--- src/rtl/syn_fifo_pkg.sv ---
// rtl/syn_fifo_pkg.sv - read-mode and default-geometry constants for the synchronous FIFO
package syn_fifo_pkg;

  // Read modes: registered output (one-cycle latency) or first-word-fall-through.
  localparam int MODE_REGISTERED = 0;
  localparam int MODE_FWFT       = 1;

  // Default geometry.
  localparam int DEF_WIDTH = 4;
  localparam int DEF_DEPTH = 16;

endpackage

--- src/rtl/syn_fifo_ram.sv ---
// rtl/syn_fifo_ram.sv - M x N FIFO storage, synchronous write, asynchronous read
//
// Ports:
//   clk        write clock
//   write_en   store write_data at write_addr on the rising edge
//   write_addr write index
//   write_data word to store
//   read_addr  read index
//   read_data  word at read_addr (combinational)
module syn_fifo_ram #(
  parameter int N = 4,
  parameter int M = 16,
  parameter int D = $clog2(M)
) (
  input  logic         clk,
  input  logic         write_en,
  input  logic [D-1:0] write_addr,
  input  logic [N-1:0] write_data,
  input  logic [D-1:0] read_addr,
  output logic [N-1:0] read_data
);

  // Contents are deliberately not reset; the pointers define what is valid.
  logic [N-1:0] mem [M];

  always_ff @(posedge clk) begin
    if (write_en) mem[write_addr] <= write_data;
  end

  assign read_data = mem[read_addr];

endmodule

--- src/rtl/syn_fifo_fwft.sv ---
// rtl/syn_fifo_fwft.sv - synchronous FIFO with registered or first-word-fall-through read
//
// Ports:
//   clk           clock, all state updates on the rising edge
//   reset         asynchronous active-high reset
//   flush         synchronous clear of pointers, count and sticky flags
//   write_en      push request (accepted when not full)
//   read_en       pop request (accepted when not empty)
//   data_in       push data
//   data_out      popped word (registered mode) or head word (FWFT mode)
//   full, empty   occupancy flags
//   almost_full   count >= AF_LVL
//   almost_empty  count <= AE_LVL
//   count         words stored, 0..M
//   overflow      sticky: write attempted while full
//   underflow     sticky: read attempted while empty
module syn_fifo_fwft
  import syn_fifo_pkg::*;
#(
  parameter int N      = DEF_WIDTH,
  parameter int M      = DEF_DEPTH,
  parameter int D      = $clog2(M),
  parameter int FWFT   = MODE_REGISTERED,
  parameter int AF_LVL = M - 2,
  parameter int AE_LVL = 2
) (
  input  logic         clk,
  input  logic         reset,
  input  logic         flush,
  input  logic         write_en,
  input  logic         read_en,
  input  logic [N-1:0] data_in,
  output logic [N-1:0] data_out,
  output logic         full,
  output logic         empty,
  output logic         almost_full,
  output logic         almost_empty,
  output logic [D:0]   count,
  output logic         overflow,
  output logic         underflow
);

  localparam logic [D:0] PTR_ONE = (D+1)'(1);
  localparam logic [D:0] AF_CNT  = (D+1)'(AF_LVL);
  localparam logic [D:0] AE_CNT  = (D+1)'(AE_LVL);

  // Pointers carry one extra wrap bit so all M locations are usable.
  logic [D:0]   wr_ptr;
  logic [D:0]   rd_ptr;
  logic [N-1:0] head;
  logic         push;
  logic         pop;

  assign full  = (wr_ptr[D] != rd_ptr[D]) && (wr_ptr[D-1:0] == rd_ptr[D-1:0]);
  assign empty = (wr_ptr == rd_ptr);

  // Acceptance depends only on registered full/empty, so a pop cannot make
  // room for a same-cycle push and a push cannot feed a same-cycle pop.
  assign push = write_en && !full;
  assign pop  = read_en && !empty;

  assign almost_full  = (count >= AF_CNT);
  assign almost_empty = (count <= AE_CNT);

  syn_fifo_ram #(
    .N (N),
    .M (M),
    .D (D)
  ) u_ram (
    .clk        (clk),
    .write_en   (push && !flush),
    .write_addr (wr_ptr[D-1:0]),
    .write_data (data_in),
    .read_addr  (rd_ptr[D-1:0]),
    .read_data  (head)
  );

  always_ff @(posedge clk or posedge reset) begin
    if (reset) begin
      wr_ptr    <= '0;
      rd_ptr    <= '0;
      count     <= '0;
      overflow  <= 1'b0;
      underflow <= 1'b0;
    end else if (flush) begin
      wr_ptr    <= '0;
      rd_ptr    <= '0;
      count     <= '0;
      overflow  <= 1'b0;
      underflow <= 1'b0;
    end else begin
      if (push) wr_ptr <= wr_ptr + PTR_ONE;
      if (pop)  rd_ptr <= rd_ptr + PTR_ONE;
      case ({push, pop})
        2'b10:   count <= count + PTR_ONE;
        2'b01:   count <= count - PTR_ONE;
        default: count <= count;
      endcase
      if (write_en && full) overflow  <= 1'b1;
      if (read_en && empty) underflow <= 1'b1;
    end
  end

  generate
    if (FWFT == MODE_FWFT) begin : g_fwft
      // Head word is visible as soon as the write edge has updated the pointer.
      assign data_out = head;
    end else begin : g_reg
      logic [N-1:0] dout_q;

      always_ff @(posedge clk or posedge reset) begin
        if (reset)      dout_q <= '0;
        else if (flush) dout_q <= '0;
        else if (pop)   dout_q <= head;
      end

      assign data_out = dout_q;
    end
  endgenerate

endmodule

--- config.mk ---
export PLATFORM = sky130hd
export DESIGN_NAME = syn_fifo_fwft
export DESIGN_NICKNAME = d
export VERILOG_FILES = /design/src/rtl/syn_fifo_pkg.sv /design/src/rtl/syn_fifo_ram.sv /design/src/rtl/syn_fifo_fwft.sv
export SDC_FILE = /design/constraint.sdc
export NUM_CORES = 1
export LEC_CHECK = 0
export CAP_MARGIN = 25
export CORE_MARGIN = 2
export CORE_UTILIZATION = 47
export CTS_BUF_LIST = sky130_fd_sc_hd__clkbuf_8
export DETAILED_ROUTE_END_ITERATION = 8
export GPL_TIMING_DRIVEN = 0
export PLACE_DENSITY = 0.68
export SETUP_SLACK_MARGIN = 0.02
export SKIP_CTS_REPAIR_TIMING = 1
export SYNTH_ARGS = -nofsm -noshare
export SYNTH_HDL_FRONTEND = slang
export SYNTH_HIERARCHICAL = 1
export SYNTH_SLANG_ARGS = --single-unit
--- constraint.sdc ---
create_clock -name clk -period 3.06 [get_ports clk]
set_input_delay 0.612 -clock clk [delete_from_list [all_inputs] [get_ports clk]]
set_output_delay 0.612 -clock clk [all_outputs]
set_load 0.01 [all_outputs]
Yosys cells after proc, flatten, opt, wreduce, memory -nomap -nowiden
Memory sizes are Yosys's and may differ from the RTL's. Index checks and enable logic that the tools add are counted.

Flip-flop bits (word level): 21. RAM bits: 64. Bits of input ports: 9. Output and inout bits: 15. Word-level logic and storage cells: 46. Memories kept: 1.

Add/subtract/negate cells: 4. $lt $le $gt $ge: 2. Equal/unequal tests: 5. Multiplexer cells: 14. Reduce and logical (&&, ||, !) cells: 14.

Memories: u_ram.mem (depth 16, bits a word 4, rd ports 1, clocked after Yosys merged registers in 0, wr ports 1, line syn_fifo_ram.sv:24) `logic [N-1:0] mem [M];`.

Operators with widths (number): 5-bit two-way mux (5); 5-bit by 1-bit adder with 5-bit output, second input constant (3); 5-bit case mux with 2 select lines (1); 4-bit two-way mux (2); 2-bit nonzero test (4); 1-bit logical AND (6); 1-bit two-way mux (6); 5-bit equality test (1); 5-bit by 4-bit greater-or-equal comparator with 1-bit output, second input constant (1); 5-bit by 2-bit less-or-equal comparator with 1-bit output, second input constant (1); 5-bit by 1-bit subtractor with 5-bit output, second input constant (1); 4-bit equality test (1); 1-bit logical NOT (3); 3-bit nonzero test (1); 2-bit by 1-bit equality test with 1-bit output, second input constant (1); 2-bit equality test, second input constant (1); 1-bit inequality test (1).

Logic depth before layout (Yosys ltp)
Depth in word-level cells: 7. Depth in mapped cells: 11. Mapped depth without buffers: 10.

Hierarchy
The synthesis kept the hierarchy.

Modules (own cells, without submodules): syn_fifo_ram (instances 1, cells an instance 126, area each 2586.2 um^2, sequential area each 1921.8 um^2); syn_fifo_fwft (instances 1, cells an instance 122, area each 1237.4 um^2, sequential area each 525.5 um^2).

Worst setup path after synthesis
Ideal clock, no wire load.

Path kind: reg-to-reg. Start point: register rd_ptr[2]. End point: register count[4]. Library setup time: 0.132 ns. Data arrival time: 2.302 ns. Required time: 2.928 ns. Setup slack: 0.626 ns. Stages on the path, launching flop included: 12. Buffers on the path: 1. Clock period less this slack: 2.434 ns. Cells stage by stage: dfrtp_1 > xnor2_1 > and4_4 > buf_6 > a211oi_4 > xor2_1 > ha_1 > or3_1 > a21oi_1 > a22o_1 > xnor2_1 > nor2_1.

Cells in the longest elaborated chain, start to end: 7. Elaborated cells between the ends (all ways): 12. Classes of those cells: eq/ne: 4; mux: 2; reduce/logical: 6.

RTL lines: from (decl) (line syn_fifo_fwft.sv:49) `logic [D:0] rd_ptr;`; from (signal assigned) (line syn_fifo_fwft.sv:93) `if (pop) rd_ptr <= rd_ptr + PTR_ONE;`; 4-bit equality test (line syn_fifo_fwft.sv:54) `assign full = (wr_ptr[D] != rd_ptr[D]) && (wr_ptr[D-1:0] == rd_ptr[D-1:0]);`; 1-bit logical AND (line syn_fifo_fwft.sv:54); 1-bit logical NOT (line syn_fifo_fwft.sv:59) `assign push = write_en && !full;`; 1-bit logical AND (line syn_fifo_fwft.sv:59); 2-bit by 1-bit equality test with 1-bit output / 2-bit equality test (equally long branches) (line syn_fifo_fwft.sv:94) `case ({push, pop})`; 5-bit case mux with 2 select lines (line syn_fifo_fwft.sv:94); 5-bit two-way mux (line syn_fifo_fwft.sv:85) `end else if (flush) begin`; to (signal assigned) (line syn_fifo_fwft.sv:95) `2'b10: count <= count + PTR_ONE;`; to (signal assigned) (line syn_fifo_fwft.sv:96) `2'b01: count <= count - PTR_ONE;`; to (signal assigned) (line syn_fifo_fwft.sv:97) `default: count <= count;`; to (decl) (line syn_fifo_fwft.sv:38) `output logic [D:0] count,`.

Several ways; a longest one is shown, not always the timed one. A chain may end at the register's enable or synchronous reset.

Worst setup path after layout
Start point: register rd_ptr[2]. End point: output port full.

Cells in the longest elaborated chain, start to end: 2.

RTL lines: 4-bit equality test (line syn_fifo_fwft.sv:54); 1-bit logical AND (line syn_fifo_fwft.sv:54); to (decl) (line syn_fifo_fwft.sv:34) `output logic full,`.

No other way between the ends.

==> qor.yml <==
route:
  viasPerCell: 5.65
  drc: 0
  vias: 2196
  drtPass1Iterations: 5
  wl_per_cell_um: 18.4
  antenna_left: 0
  drt_iter0_drc: 191
  wirelength_mm: 7.15
floorplan:
  fp.dieW_um: 94.2
  initial_core_util_pct: 49.0
  rows: 32
  die_area_um2: 8870
  core-area_um2: 7810
  pin_count: 24
  die_h_um: 94.2
global_route:
  grt_use_met1_pct: 26.3
  grt_use_met3_pct: 2.73
  grt_max_degree: 22
  grt_use_met2_pct: 25.6
  antenna_found_initial: 0
  grt.busiest_layer: "met1"
  gr-total-overflow: 0
  grt_pass1_wl_mm: 11.4
  grt_pass1_vias: 2141
  grt_util_all_layers_pct: 17.6
critical_path:
  endpoint_kind: "output port"
  cp_max_fo: 11
  worstPathArrival_ns: 2.25
  critPathRequiredTime_ns: 2.45
  crit_type: "reg2out"
  crit_path_start_kind: "register"
logic_synthesis:
  synthesis.area_um2: 3820
  synth_edf_count: 64
  synth_common_cells: "edfxtp_1 (64), nor2_1 (37), dfrtp_1 (21)"
  synth_top_area_cell: "edfxtp_1"
  synth.area.top_cells: "edfxtp_1 (50%), dfrtp_1 (14%), mux4_1 (9.6%)"
  yosysMostFrequentCell: "edfxtp_1"
  ys_types: 43
  avgSynthCellArea_um2: 15.4
  synth_top_area_share_pct: 50.3
  postSynthCellCount: 248
  seq_area_frac_synth_pct: 64.0
  ys.flop_type: "edfxtp_1"
  synth-seq-cells: 85
  ys_async_sr_fraction_pct: 24.7
  synth_nets: 261
  yosys_warnings: 6
pwr:
  powerDensity_nw_per_um2: 636
  combPwrFrac_pct: 25.9
  seqPwrFrac_pct: 48.6
  intPower_w: 0.00198
  switching_power_w: 0.000808
  peakVddDrop_mv: 0.340
  clockPowerShare_pct: 25.5
  p_sw_share_pct: 29.0
  p_leak_nw: 1.52
run_status:
  status: "finished clean"
sta:
  finalHoldViolations: 0
  slew_headroom_pct: 44.2
  skew_ns: 0.00787
  rsz0062_at_grt: "no"
  setup_violations: 0
  max_slew.worst_pin.slew_ns: 0.837
  period_share_pct: 93.5
  slew_violations: 0
  min_period_ns: 2.86
  max_freq_mhz: 350
clocking:
  root_buffer: "clkbuf_8"
  clk_latency_ns: 0.34
  clock_sinks: 85
  clkTransAtPathRegs_ns: 0.09
  htreeDepth: 3
  clk_path_buf_depth: 2
  cts_tree: "done"
  numCtsBuffers: 9
finish:
  instances_no_fill: 389
  postLayoutCoreUtil_pct: 56.1
  nets: 295
  drive_gt1_share_pct: 11.1
  syn_to_final_growth_pct: 14.5
  diodes: 0
placed_design:
  dp_cells: 373
  gp_congestion: 0.848
  dpl.hpwl_mm: 4.91
  io_buffers: 23
min_path:
  hold_class: "reg2reg"
flow_run:
  drv_cap: 0
placed cells by master (no fill, tap or decap), types with 7 or more instances in the layout:
cell,count
clkbuf_8,9
clkdlybuf4s50_1,23
dfrtp_1,21
edfxtp_1,64
mux2i_1,8
mux4_1,14
nand2_1,10
nand3_1,10
nor2_1,36
xnor2_1,7
xor2_1,9
cells by family after synthesis:
family	share of synthesized area, %
DFF	64.0
xor gates and xnor gates	4.32
and+or+nand+nor	9.42
muxes	12.9
buffers and inverters	2.13
adders and majority gates	1.31
AOI/OAI and AO/OA	5.92
path summary, 6_finish.rpt:
path	from	slack [ns]	end	cells after the start
worst max-delay path	rd_ptr[2]$_DFFE_PP0P_	0.20	full	4
worst min-delay path	underflow$_DFFE_PP0P_	0.51	underflow$_DFFE_PP0P_	2
worst max register to register	wr_ptr[0]$_DFFE_PP0P_	0.26	u_ram/mem[3][2]$_DFFE_PP_	6
worst min register to register	underflow$_DFFE_PP0P_	0.51	underflow$_DFFE_PP0P_	2
max in group asynchronous	reset	1.81	wr_ptr[2]$_DFFE_PP0P_	2
min in group asynchronous	reset	0.73	data_out[2]$_DFFE_PP0P_	2
critical path, stage by stage, from the launching register on:
cell and delay (ns):
dfrtp_1 0.53, xnor2_1 0.31, nand4_1 0.25, nor2_2 0.23
clkdlybuf4s50_1 0.58
power groups by stage:
stage	clock [W]	combinational [W]	sequential, W
6_report	0.000710	0.000722	0.00135
4_1_cts	0.000732	0.000723	0.00135
5_1_grt	0.000774	0.000784	0.00136
3_5_place_dp	0	0.000720	0.00138
3_3_place_gp	0	0.000709	0.00137
2_1_floorplan	0	0.000472	0.00138
routing by layer:
layer  up-vias  wire length [um]
met5         -                 0
met4         0                86
met3         6               482
met2        73              3280
met1      1083              3300
li1       1034                 -
sequential cells by signal, summed over array words and instances, names as in the netlist:
| signal | count |
|---|---|
| u_ram/mem | 64 |
| count | 5 |
| rd_ptr | 5 |
| wr_ptr | 5 |
| data_out | 4 |
| overflow | 1 |
| underflow | 1 |
stage by stage:
step	worst slack [ns]	total power, W	cell area [um^2]	hold WS (ns)	setup TNS (ns)
final	0.200	0.00278	4380	0.506	0
after global routing	0.0393	0.00292	4380	0.548	0
after CTS	0.00921	0.00281	4360	0.513	0
after detailed placement	-0.330	0.00210	4180	0.492	-2.55
after global placement	-0.305	0.00208	4180	0.481	-2.00
after floorplan	0.626	0.00185	3820	0.526	0
area by class of cell:
type	instances	area, um^2
Fill cell	635	3430
Sequential cell	85	2450
Multi-Input combinational cell	150	1310
Timing Repair Buffer	23	230
Tap cell	102	128
Clock buffer	9	124
Buffer	8	62.6
Clock inverter	7	57.6
Inverter	5	18.8
(Power assumes the default switching activity.)
